`src/rtl/dm_arb_pkg.sv`:
```
// Shared definitions for the dm_arbiter slice: FSM encoding, requester ids and
// the default data-memory window.
package dm_arb_pkg;

    localparam int DM_ADDR_BITS = 10;

    localparam logic REQ_CPU = 1'b0;
    localparam logic REQ_DMA = 1'b1;

    typedef logic [1:0] state_t;

    localparam state_t ST_IDLE   = 2'd0;
    localparam state_t ST_ACCESS = 2'd1;
    localparam state_t ST_WAIT   = 2'd2;
    localparam state_t ST_RESP   = 2'd3;

    // Any address bit above the decoded window makes the access out of range.
    function automatic logic addr_oob(input logic [31:0] addr, input int unsigned abits);
        return (addr >> abits) != 32'd0;
    endfunction

endpackage

```
`src/rtl/dm_arbiter_if.sv`:
```
// Requester and memory-side signals of dm_arbiter. The slave modport is the
// arbiter's view; master is the view of the requesters plus the memory.
interface dm_arbiter_if;
    logic        m0_req;
    logic        m0_we;
    logic [31:0] m0_addr;
    logic [31:0] m0_wdata;
    logic        m0_ack;
    logic        m0_err;
    logic [31:0] m0_rdata;

    logic        m1_req;
    logic        m1_we;
    logic [31:0] m1_addr;
    logic [31:0] m1_wdata;
    logic        m1_ack;
    logic        m1_err;
    logic [31:0] m1_rdata;

    logic        mem_WrEn;
    logic [31:0] mem_Addr;
    logic [31:0] mem_data_in;
    logic [31:0] mem_dout;

    modport slave (
        input  m0_req, m0_we, m0_addr, m0_wdata,
        output m0_ack, m0_err, m0_rdata,
        input  m1_req, m1_we, m1_addr, m1_wdata,
        output m1_ack, m1_err, m1_rdata,
        output mem_WrEn, mem_Addr, mem_data_in,
        input  mem_dout
    );

    modport master (
        output m0_req, m0_we, m0_addr, m0_wdata,
        input  m0_ack, m0_err, m0_rdata,
        output m1_req, m1_we, m1_addr, m1_wdata,
        input  m1_ack, m1_err, m1_rdata,
        input  mem_WrEn, mem_Addr, mem_data_in,
        output mem_dout
    );
endinterface

```
`src/rtl/rr_arb2.sv`:
```
// Combinational two-way selector: round-robin on ties, or fixed priority to
// requester 0 when prio_mode is set.
module rr_arb2
    import dm_arb_pkg::*;
(
    input  logic [1:0] req,
    input  logic       last_gnt,
    input  logic       prio_mode,
    output logic       gnt_id,
    output logic       gnt_valid
);

    always_comb begin
        gnt_valid = |req;
        gnt_id    = REQ_CPU;
        if (req == 2'b10) begin
            gnt_id = REQ_DMA;
        end else if (req == 2'b11) begin
            gnt_id = prio_mode ? REQ_CPU : ~last_gnt;
        end
    end

endmodule

```
`src/rtl/dm_arbiter.sv`:
```
// Two-requester sequencer in front of the data memory; one word access per
// four cycles, absorbing the memory's registered read latency.
//
//   state     | meaning
//   ----------+-------------------------------------------------------
//   ST_IDLE   | sample requests, latch winner's command
//   ST_ACCESS | drive memory address/data, single-cycle write enable
//   ST_WAIT   | memory read data arrives, captured into rdata_q
//   ST_RESP   | one-cycle ack/err/rdata to the owner
module dm_arbiter
    import dm_arb_pkg::*;
#(
    parameter int ADDR_BITS = DM_ADDR_BITS,
    parameter bit PRIO_MODE = 1'b0
) (
    input  logic         clk,
    input  logic         rst,
    dm_arbiter_if.slave  bus
);

    state_t      state;
    logic        last_gnt;
    logic        owner;
    logic        cmd_we;
    logic        cmd_err;
    logic [31:0] cmd_addr;
    logic [31:0] cmd_wdata;
    logic [31:0] rdata_q;
    logic [31:0] m0_rdata_q;
    logic [31:0] m1_rdata_q;
    logic        gnt_id;
    logic        gnt_valid;

    rr_arb2 u_sel (
        .req       ({bus.m1_req, bus.m0_req}),
        .last_gnt  (last_gnt),
        .prio_mode (PRIO_MODE),
        .gnt_id    (gnt_id),
        .gnt_valid (gnt_valid)
    );

    always_ff @(posedge clk) begin
        if (rst) begin
            state      <= ST_IDLE;
            last_gnt   <= 1'b1;
            owner      <= REQ_CPU;
            cmd_we     <= 1'b0;
            cmd_err    <= 1'b0;
            cmd_addr   <= '0;
            cmd_wdata  <= '0;
            rdata_q    <= '0;
            m0_rdata_q <= '0;
            m1_rdata_q <= '0;
        end else begin
            case (state)
                ST_IDLE: begin
                    if (gnt_valid) begin
                        owner     <= gnt_id;
                        last_gnt  <= gnt_id;
                        cmd_we    <= gnt_id ? bus.m1_we    : bus.m0_we;
                        cmd_addr  <= gnt_id ? bus.m1_addr  : bus.m0_addr;
                        cmd_wdata <= gnt_id ? bus.m1_wdata : bus.m0_wdata;
                        cmd_err   <= addr_oob(gnt_id ? bus.m1_addr : bus.m0_addr, ADDR_BITS);
                        state     <= ST_ACCESS;
                    end
                end
                ST_ACCESS: state <= ST_WAIT;
                ST_WAIT: begin
                    // For writes the memory forwards the new word, so this is the post-write value.
                    rdata_q <= cmd_err ? 32'd0 : bus.mem_dout;
                    state   <= ST_RESP;
                end
                ST_RESP: begin
                    if (owner == REQ_DMA) m1_rdata_q <= rdata_q;
                    else                  m0_rdata_q <= rdata_q;
                    state <= ST_IDLE;
                end
                default: state <= ST_IDLE;
            endcase
        end
    end

    always_comb begin
        bus.m0_ack      = 1'b0;
        bus.m0_err      = 1'b0;
        bus.m1_ack      = 1'b0;
        bus.m1_err      = 1'b0;
        bus.mem_WrEn    = 1'b0;
        bus.mem_Addr    = '0;
        bus.mem_data_in = '0;
        case (state)
            ST_ACCESS: begin
                bus.mem_WrEn    = cmd_we & ~cmd_err;
                bus.mem_Addr    = cmd_addr;
                bus.mem_data_in = cmd_wdata;
            end
            ST_WAIT: begin
                bus.mem_Addr    = cmd_addr;
                bus.mem_data_in = cmd_wdata;
            end
            ST_RESP: begin
                if (owner == REQ_DMA) begin
                    bus.m1_ack = 1'b1;
                    bus.m1_err = cmd_err;
                end else begin
                    bus.m0_ack = 1'b1;
                    bus.m0_err = cmd_err;
                end
            end
            default: ;
        endcase
    end

    // Owner sees the fresh word during its ack; otherwise each port holds its last result.
    assign bus.m0_rdata = (state == ST_RESP && owner == REQ_CPU) ? rdata_q : m0_rdata_q;
    assign bus.m1_rdata = (state == ST_RESP && owner == REQ_DMA) ? rdata_q : m1_rdata_q;

endmodule

```
`src/flat_wrapper.sv`:
```
// flat-port wrapper written by rule: the top's interface ports become plain ports
module dm_arbiter_flat import dm_arb_pkg::*;
#(
    parameter int ADDR_BITS = DM_ADDR_BITS,
    parameter bit PRIO_MODE = 1'b0
)
  (clk, rst, bus_m0_req, bus_m0_we, bus_m0_addr, bus_m0_wdata, bus_m0_ack, bus_m0_err, bus_m0_rdata, bus_m1_req, bus_m1_we, bus_m1_addr, bus_m1_wdata, bus_m1_ack, bus_m1_err, bus_m1_rdata, bus_mem_WrEn, bus_mem_Addr, bus_mem_data_in, bus_mem_dout);
  dm_arbiter_if bus_i ();
  input  logic clk;
  input  logic rst;
  input wire logic [$bits(bus_i.m0_req)-1:0] bus_m0_req;
  input wire logic [$bits(bus_i.m0_we)-1:0] bus_m0_we;
  input wire logic [$bits(bus_i.m0_addr)-1:0] bus_m0_addr;
  input wire logic [$bits(bus_i.m0_wdata)-1:0] bus_m0_wdata;
  output wire logic [$bits(bus_i.m0_ack)-1:0] bus_m0_ack;
  output wire logic [$bits(bus_i.m0_err)-1:0] bus_m0_err;
  output wire logic [$bits(bus_i.m0_rdata)-1:0] bus_m0_rdata;
  input wire logic [$bits(bus_i.m1_req)-1:0] bus_m1_req;
  input wire logic [$bits(bus_i.m1_we)-1:0] bus_m1_we;
  input wire logic [$bits(bus_i.m1_addr)-1:0] bus_m1_addr;
  input wire logic [$bits(bus_i.m1_wdata)-1:0] bus_m1_wdata;
  output wire logic [$bits(bus_i.m1_ack)-1:0] bus_m1_ack;
  output wire logic [$bits(bus_i.m1_err)-1:0] bus_m1_err;
  output wire logic [$bits(bus_i.m1_rdata)-1:0] bus_m1_rdata;
  output wire logic [$bits(bus_i.mem_WrEn)-1:0] bus_mem_WrEn;
  output wire logic [$bits(bus_i.mem_Addr)-1:0] bus_mem_Addr;
  output wire logic [$bits(bus_i.mem_data_in)-1:0] bus_mem_data_in;
  input wire logic [$bits(bus_i.mem_dout)-1:0] bus_mem_dout;
  assign bus_i.m0_req = bus_m0_req;
  assign bus_i.m0_we = bus_m0_we;
  assign bus_i.m0_addr = bus_m0_addr;
  assign bus_i.m0_wdata = bus_m0_wdata;
  assign bus_m0_ack = bus_i.m0_ack;
  assign bus_m0_err = bus_i.m0_err;
  assign bus_m0_rdata = bus_i.m0_rdata;
  assign bus_i.m1_req = bus_m1_req;
  assign bus_i.m1_we = bus_m1_we;
  assign bus_i.m1_addr = bus_m1_addr;
  assign bus_i.m1_wdata = bus_m1_wdata;
  assign bus_m1_ack = bus_i.m1_ack;
  assign bus_m1_err = bus_i.m1_err;
  assign bus_m1_rdata = bus_i.m1_rdata;
  assign bus_mem_WrEn = bus_i.mem_WrEn;
  assign bus_mem_Addr = bus_i.mem_Addr;
  assign bus_mem_data_in = bus_i.mem_data_in;
  assign bus_i.mem_dout = bus_mem_dout;
  dm_arbiter #(.ADDR_BITS(ADDR_BITS), .PRIO_MODE(PRIO_MODE)) u_core (.clk(clk), .rst(rst), .bus(bus_i));
endmodule
```
`config.mk`:
```
export PLATFORM = sky130hd
export DESIGN_NAME = dm_arbiter_flat
export DESIGN_NICKNAME = d
export VERILOG_FILES = /design/src/rtl/dm_arb_pkg.sv /design/src/rtl/dm_arbiter_if.sv /design/src/rtl/rr_arb2.sv /design/src/rtl/dm_arbiter.sv /design/src/flat_wrapper.sv
export SDC_FILE = /design/constraint.sdc
export NUM_CORES = 1
export LEC_CHECK = 0
export CAP_MARGIN = 20
export CORE_MARGIN = 3
export CORE_UTILIZATION = 47
export CTS_CLUSTER_SIZE = 20
export DETAILED_ROUTE_END_ITERATION = 16
export GPL_TIMING_DRIVEN = 0
export MAX_ROUTING_LAYER = met4
export PLACE_DENSITY = 0.92
export SETUP_SLACK_MARGIN = 0.02
export SYNTH_ARGS = -nofsm -noshare
export SYNTH_HDL_FRONTEND = slang
export SYNTH_SLANG_ARGS = --single-unit
```
`constraint.sdc`:
```
create_clock -name clk -period 4.2 [get_ports clk]
set_clock_uncertainty 0.1 [all_clocks]
set_input_delay 0.84 -clock clk [delete_from_list [all_inputs] [get_ports clk]]
set_output_delay 0.84 -clock clk [all_outputs]
set_load 0.01 [all_outputs]
```
# Word-level counts from Yosys, hierarchy flattened
# Cells that the tools add are included.
[classes]
eq_ne = 6
muxes = 21
n_bitwise = 4
reduce_logical = 9
[op_table]
columns = ["op", "n"]
rows = [
  ["32-bit two-way mux", 7],
  ["32-bit nonzero test", 1],
  ["1-bit two-way mux", 12],
  ["2-bit == test, second input constant", 4],
  ["2-bit case mux with 4 select lines", 1],
  ["2-bit AND reduction", 3],
  ["2-bit OR reduction", 2],
  ["1-bit NOT", 3],
  ["2-bit by 1-bit == test with 1-bit output, second input constant", 1],
  ["1-bit logical AND", 2],
  ["2-bit zero test", 1],
  ["2-bit two-way mux", 1],
  ["2-bit by 1-bit inequality test with 1-bit output, second input constant", 1],
  ["1-bit bitwise AND", 1],
]
[totals]
reg_bits = 166
in_bits = 166
out_inout_bits = 133

# Logic depth before layout (Yosys ltp)
# Gate-level depths: netlist of run 1.
[depth]
ltp_word = 5
depth_mapped = 9

# Hierarchy
# Synthesis of run 1 repeated with hierarchy kept, for this count alone.
[unflattened]
cells_unflattened = 829
hier_area_um2 = 7350.8
[by_module_without_submodules]
columns = ["module", "instances", "cells_each", "area_each_um2", "seq_area_each_um2"]
rows = [
  ["dm_arbiter", 1, 826, 7333.3, 3323.2],
  ["rr_arb2", 1, 3, 17.5, 0.0],
]

# Worst setup path after synthesis of run 1
# Ideal clock, no wire load.
[synth_timing]
kind = "register -> output"
from = "reg u_core.state[0]"
to = "out bus_mem_Addr[10]"
arrival_ns = 1.307
required_ns = 3.260
path_slack_ns = 1.953
stages_incl_launch_ff = 6
n_path_buf = 2
cell_sequence = "dfxtp_1 inv_1 ha_1 clkbuf_1 clkbuf_1 and2_1"
[synth_between]
elab_chain_cells = 3
word_cells_on_any_way = 4
cone_classes = "2 x eq/ne; 1 x mux; 1 x reduce/logical"
[synth_lines]
columns = ["element", "line_no", "source"]
rows = [
  ["from (decl)", "dm_arbiter.sv:21", "state_t state;"],
  ["from (signal assigned)", "dm_arbiter.sv:44", "state <= ST_IDLE;"],
  ["from (signal assigned)", "dm_arbiter.sv:64", "state <= ST_ACCESS;"],
  ["from (signal assigned)", "dm_arbiter.sv:67", "ST_ACCESS: state <= ST_WAIT;"],
  ["2-bit by 1-bit == test with 1-bit output / 2-bit == test (equally long branches)", "dm_arbiter.sv:91", "case (state)"],
  ["2-bit OR reduction (no source line) *", "n/a", ""],
  ["32-bit two-way mux *", "dm_arbiter.sv:91", ""],
  ["to (decl)", "flat_wrapper.sv:26", "output wire logic [$bits(bus_i.mem_Addr)-1:0] bus_mem_Addr;"],
]
# Every way passes the cells marked *; elsewhere a longest branch is shown, timed or not.

# Final worst setup path of run 1
[layout_timing]
from = "reg u_core.state[1]"
to = "out bus_mem_data_in[30]"
[layout_between]
elab_chain_cells = 3
word_cells_on_any_way = 4
cone_classes = "2 x eq/ne; 1 x mux; 1 x reduce/logical"
[layout_lines]
columns = ["element", "line_no", "source"]
rows = [
  ["2-bit by 1-bit == test with 1-bit output / 2-bit == test (equally long branches)", "dm_arbiter.sv:91", ""],
  ["2-bit OR reduction (no source line) *", "n/a", ""],
  ["32-bit two-way mux *", "dm_arbiter.sv:91", ""],
  ["to (decl)", "flat_wrapper.sv:27", "output wire logic [$bits(bus_i.mem_data_in)-1:0] bus_mem_data_in;"],
]
# Marked as above.

==> results of run 1 <==
==> path summary, 6_finish.rpt <==
path,endpoint,depth (start not counted),slack (ps)
worst min-delay path,u_core.rdata_q[30],2,390
worst max-delay path,bus_mem_data_in[30],6,530
worst max register to register,u_core.rdata_q[29],6,2050
worst min register to register,u_core.rdata_q[30],2,390
==> cell type report <==
cell class	count	share of cell area [%]
Buffer	65	2.98
Clock buffer	18	3.84
Clock inverter	14	1.31
Inverter	5	0.168
Multi-Input combinational cell	595	32.9
Sequential cell	166	29.8
Tap cell	211	2.36
Timing Repair Buffer	297	26.6
==> report_power, final <==
part / total, mW / switching (mW) / leakage (nW) / internal (mW)
registers: 2.02 / 0.152 / 1.36 / 1.87
logic: 2.15 / 1.17 / 2.84 / 0.985
clock network: 1.54 / 0.660 / 0.278 / 0.880
total: 5.71 / 1.98 / 4.47 / 3.73
==> registers in the layout (all words and copies together), names as in the netlist <==
register	cells
u_core.m0_rdata_q	32
u_core.cmd_wdata	32
u_core.cmd_err	1
u_core.state	2
u_core.m1_rdata_q	32
u_core.last_gnt	1
u_core.rdata_q	32
u_core.owner	1
u_core.cmd_we	1
u_core.cmd_addr	32
==> tightest hold or removal path, delay by kind of cell, from the launching register on <==
family | cells | cell delay [ps]
DFF | 1 | 320
and+or+nand+nor | 1 | 70
AOI/OAI and AO/OA | 1 | 50
==> placed cells by master (no fill, tap or decap), drive strengths merged, types with 2 or more instances in the layout <==
cell type	instances
and2	64
o21ai	2
clkbuf	57
nor2	104
clkdlybuf4s50	297
clkinv	4
nand4	2
mux2i	64
bufinv	2
nand2	100
a311oi	2
mux2	32
a211oi	64
buf	26
nor4	8
nor2b	97
inv	10
clkinvlp	3
ha	4
a21boi	2
nor3	2
nand3	3
nand2b	3
dfxtp	166
a21oi	35
==> stage by stage <==
stage          area, sq um  worst slack, ps  power, mW
2_1_floorplan         7350             1950       3.19
3_3_place_gp         10600              962       4.13
3_5_place_dp         10600              924       4.19
4_1_cts              11200              459       5.73
5_1_grt              11200              371       5.99
6_report             11200              532       5.71
==> metal layers <==
| layer | GRT usage [%] | part of all wire (%) | vias up |
|---|---|---|---|
| li1 | - | - | 3403 |
| met1 | 28.8 | 36 | 3326 |
| met2 | 51.1 | 53 | 311 |
| met3 | 7.01 | 7.5 | 62 |
| met4 | 12.0 | 3.9 | 0 |
| met5 | - | 0 | - |
==> kinds of logic after synthesis <==
logic type | Yosys count | synth area share (%)
AO/OA/AOI/OAI | 107 | 9.68
multiplexers | 96 | 13.6
AND/OR/NAND/NOR | 388 | 26.0
buffers and inverters | 70 | 4.78
flip-flops | 166 | 45.2
adder cells (fa/ha/maj) | 4 | 0.681
==> flow_summary.ini, run 1 <==
[cts]
cts_tree = done
post_cts_resize_count = 0
clock_sinks = 166
cts.path.max_buffers = 2
cts_hold_buffers = 0
root_buffer = clkbuf_16
cts_max_level = 4
cts.reportedPaths.clkPinSlew_ps = 60
cts_buffers = 17
worstSkewPairLatency_ps = 430
postCtsSetupBuffers = 0

[timing]
hold_slack_ps = 391
tightest_slew_ps = 641
clock.fmax_ghz = 0.273
post-route-period-util_pct = 87.3
fin_crit_ps = 3670
max-slew-margin-rel_pct = 57.3
drv_slew = 0
setup_viol = 0
fin_tns_setup_ps = 0
rsz0062_at_grt = false
finalHoldViolCount = 0

[yosys]
synth_area_leader_cell = dfxtp_1
yosys_warnings = 0
avgSynthCellArea_sq_um = 8.85
ys_top_cells_by_count = dfxtp_1, nor2_1, nand2_1
synth_ff_type = dfxtp_1
synth_enable_flop_cells = 0
netlist_area_sq_um = 7350
yosysSeqAreaShare_pct = 45.2
synth_cells = 831
async_flop_share_pct = 0
yosysUniqueCellTypes = 33
synth_top_area_share_pct = 45.2
yosysMostFrequentCell = dfxtp_1
ys_ff_latch = 166
netlist_top_cells_area = dfxtp_1, mux2i_1, nor2b_1
syn_nets = 1001

[hold_path]
min_path_type = reg -> reg
min-delay-start = u_core.rdata_q[30]

[power_and_ir_drop]
worst_ir_drop_vdd_uv = 366
leakage_nw = 4.47
cellPowerDensity_nw_per_um2 = 512

[drt]
routed_via_density = 5.18
wl_per_cell_um = 17.7
totalWireLength_mm = 24.2
drc = 0
vias = 7102
drtAntennaViolNets = 0
drt_pre_antenna_iters = 5
drtIter0Drc = 381

[global_route]
grt_first_pass_wirelength_mm = 36.0
grt_overflow = 0
grt_start_max_net_pins = 17
grt_antenna_before_repair = 0
grt_use_total_pct = 28.2
grt_pass1_vias = 7078

[floorplanning]
ios = 299
die_h_um = 131
dieWidth_um = 131
start_util_pct = 48.2
dieArea_sq_um = 17200
core.rowCount = 45
core_area_sq_um = 15300

[placed_design]
post-dp-hpwl_mm = 18.7
gp_congestion = 0.911
io_buffer_count = 297
placedCellCount = 1339

[setup_path]
path_class = reg -> out
crit_top_cell = clkbuf_1
required_ps = 3260
crit_chain = inv_1, ha_1, clkbuf_1, clkbuf_1, and2_1, clkdlybuf4s50_1
start_kind = flop
cpLargestDelayFamily = buffers and inverters
reg2reg_from = u_core.state[0]
worstPathArrival_ps = 2730
cp_num_buf_inv = 4
critPathSlowestCell = clkdlybuf4s50_1
crit_start = u_core.state[1]
crit_fanout = 10
crit_path_max_incr_delay_ps = 560
end_kind = primary output

[finish]
multi_input_area_sq_um = 3680
diodes = 0
register_area_sq_um = 3320
instances_no_fill = 1371
finalNetCount = 1317
drive_gt1_share_pct = 7.59
syn_to_final_growth_pct = 51.9
postLayoutCoreUtil_pct = 73.2
nFillCells = 1100

[outcome]
status = complete, no violations

[flow_run]
max_cap_violations = 0
Power figures use the tool's default switching activity.
==> inputs of run 2 (changes only) <==
- CORE_UTILIZATION: 47 -> 39
- PLACE_DENSITY: 0.92 -> 0.82
- clock period: 4.2 -> 3 ns (I/O delays scaled with it)
==> run 2 against run 1 <==
Wire length is 0.25% lower. Register-to-register slack worse by 1200 ps. Sequential power grew 40%. Hold slack about the same. Sequential share of layout area down 0.51 points. Flip-flop and latch count unchanged. Largest power group unchanged.
==> flow_summary.ini, run 2 (same netlist as run 1, synthesis figures left out) <==
[outcome]
status = complete, no violations

[finish]
drive_gt1_share_pct = 9.15
mostFrequentLayoutCells = clkdlybuf4s50_1, dfxtp_1, nor2_1
layout_commonest_cell = clkdlybuf4s50_1
syn_to_final_growth_pct = 54.6
postLayoutCoreUtil_pct = 62.2
finalNetCount = 1316
diodes = 0
post-route-cell-area_sq_um = 11400
instances_no_fill = 1388

[setup_path]
path_class = reg -> out
crit_fanout = 10
ff2ff_path_depth = 6
worstPathArrival_ps = 2200
start_kind = flop
end_kind = primary output
required_ps = 2300

[global_route]
grt_pass1_vias = 7035
grt_first_pass_wirelength_mm = 37.1
grt_overflow = 0
grt_antenna_before_repair = 0
grt_use_total_pct = 24.1
grt_start_max_net_pins = 17

[flow_run]
max_cap_violations = 0

[floorplanning]
core.rowCount = 49
dieWidth_um = 143
die_h_um = 143
ios = 299
core_area_sq_um = 18300
start_util_pct = 40.2
dieArea_sq_um = 20500

[drt]
totalWireLength_mm = 24.2
drt_pre_antenna_iters = 4
drt-met1-wl_mm = 9.60
routed_via_density = 4.96
drtIter0Drc = 249
top_layer_used = met4
wl_met3_mm = 1.63
dr_wl_met2_mm = 12.2
vias = 6878
wl_per_cell_um = 17.4
drtAntennaViolNets = 0
drc = 0

[cts]
cts_buffers = 17
root_buffer = clkbuf_16
worstSkewPairLatency_ps = 430
cts_max_level = 4
cts.path.max_buffers = 2
clock_sinks = 166
cts_tree = done
cts.reportedPaths.clkPinSlew_ps = 60

[timing]
tightest_slew_ps = 919
max-slew-margin-rel_pct = 38.2
rsz0062_at_grt = true
hold_slack_ps = 391
post-route-period-util_pct = 96.6
fin_crit_ps = 2900
finalHoldViolCount = 0
clock.fmax_ghz = 0.345
drv_slew = 0
setup_viol = 0

[placed_design]
post-dp-hpwl_mm = 18.9
placed_area_sq_um = 10600
io_buffer_count = 297
placedCellCount = 1357
gp_congestion = 0.860

[hold_path]
min_delay_path_depth = 2
min_path_type = reg -> reg

[power_and_ir_drop]
leakage_nw = 5.09
p_total_mw = 8.06
worst_ir_drop_vdd_uv = 407
cellPowerDensity_nw_per_um2 = 709
run 2: critical path, cell delays in order (launching register included):
cell and delay, ps:
dfxtp_2 340, ha_2 210, nand2_4 140, buf_4 220, mux2_2 380, clkdlybuf4s50_1 500
run 2: final timing paths:
path	to	slack, ps	startpoint
worst max-delay path	bus_m1_rdata[10]	100	u_core.state[1]
worst min-delay path	u_core.cmd_addr[24]	390	u_core.cmd_addr[24]
worst max register to register	u_core.rdata_q[24]	820	u_core.state[0]
worst min register to register	u_core.cmd_addr[24]	390	u_core.cmd_addr[24]
run 2: layer usage:
layer / vias up / GRT usage (%)
met5: - / -
met4: 0 / 9.46
met3: 40 / 5.49
met2: 245 / 41.6
met1: 3188 / 27.1
li1: 3405 / -
run 2: what timing repair did:
item                       CTS  global route
pin swaps                    0             0
hold buffers                 0             0
setup endpoints to repair  122            78
resized for setup           37            39
setup buffers                0             0
run 2: cell type report:
type                    count  area (sq um)
multi-input cells         595          3690
inverters                   5          21.3
plain buffers              64           403
repair buffers            297          3040
well taps                 229           287
flip-flops and latches    166          3330
clock buffers              21           480
fillers                  1599          6900
clock inverters            11           115
run 2: per-stage QoR:
step                setup WS [ps]  setup TNS (ps)
floorplan                     993               0
global placement            -90.1            -358
detailed placement          -78.9            -219
CTS                          15.9               0
global route                 15.8               0
finish                        101               0
run 2: report_power, final:
group / switching, mW / internal, mW
logic: 1.63 / 1.43
clock network: 0.928 / 1.25
registers: 0.213 / 2.61
total: 2.77 / 5.29
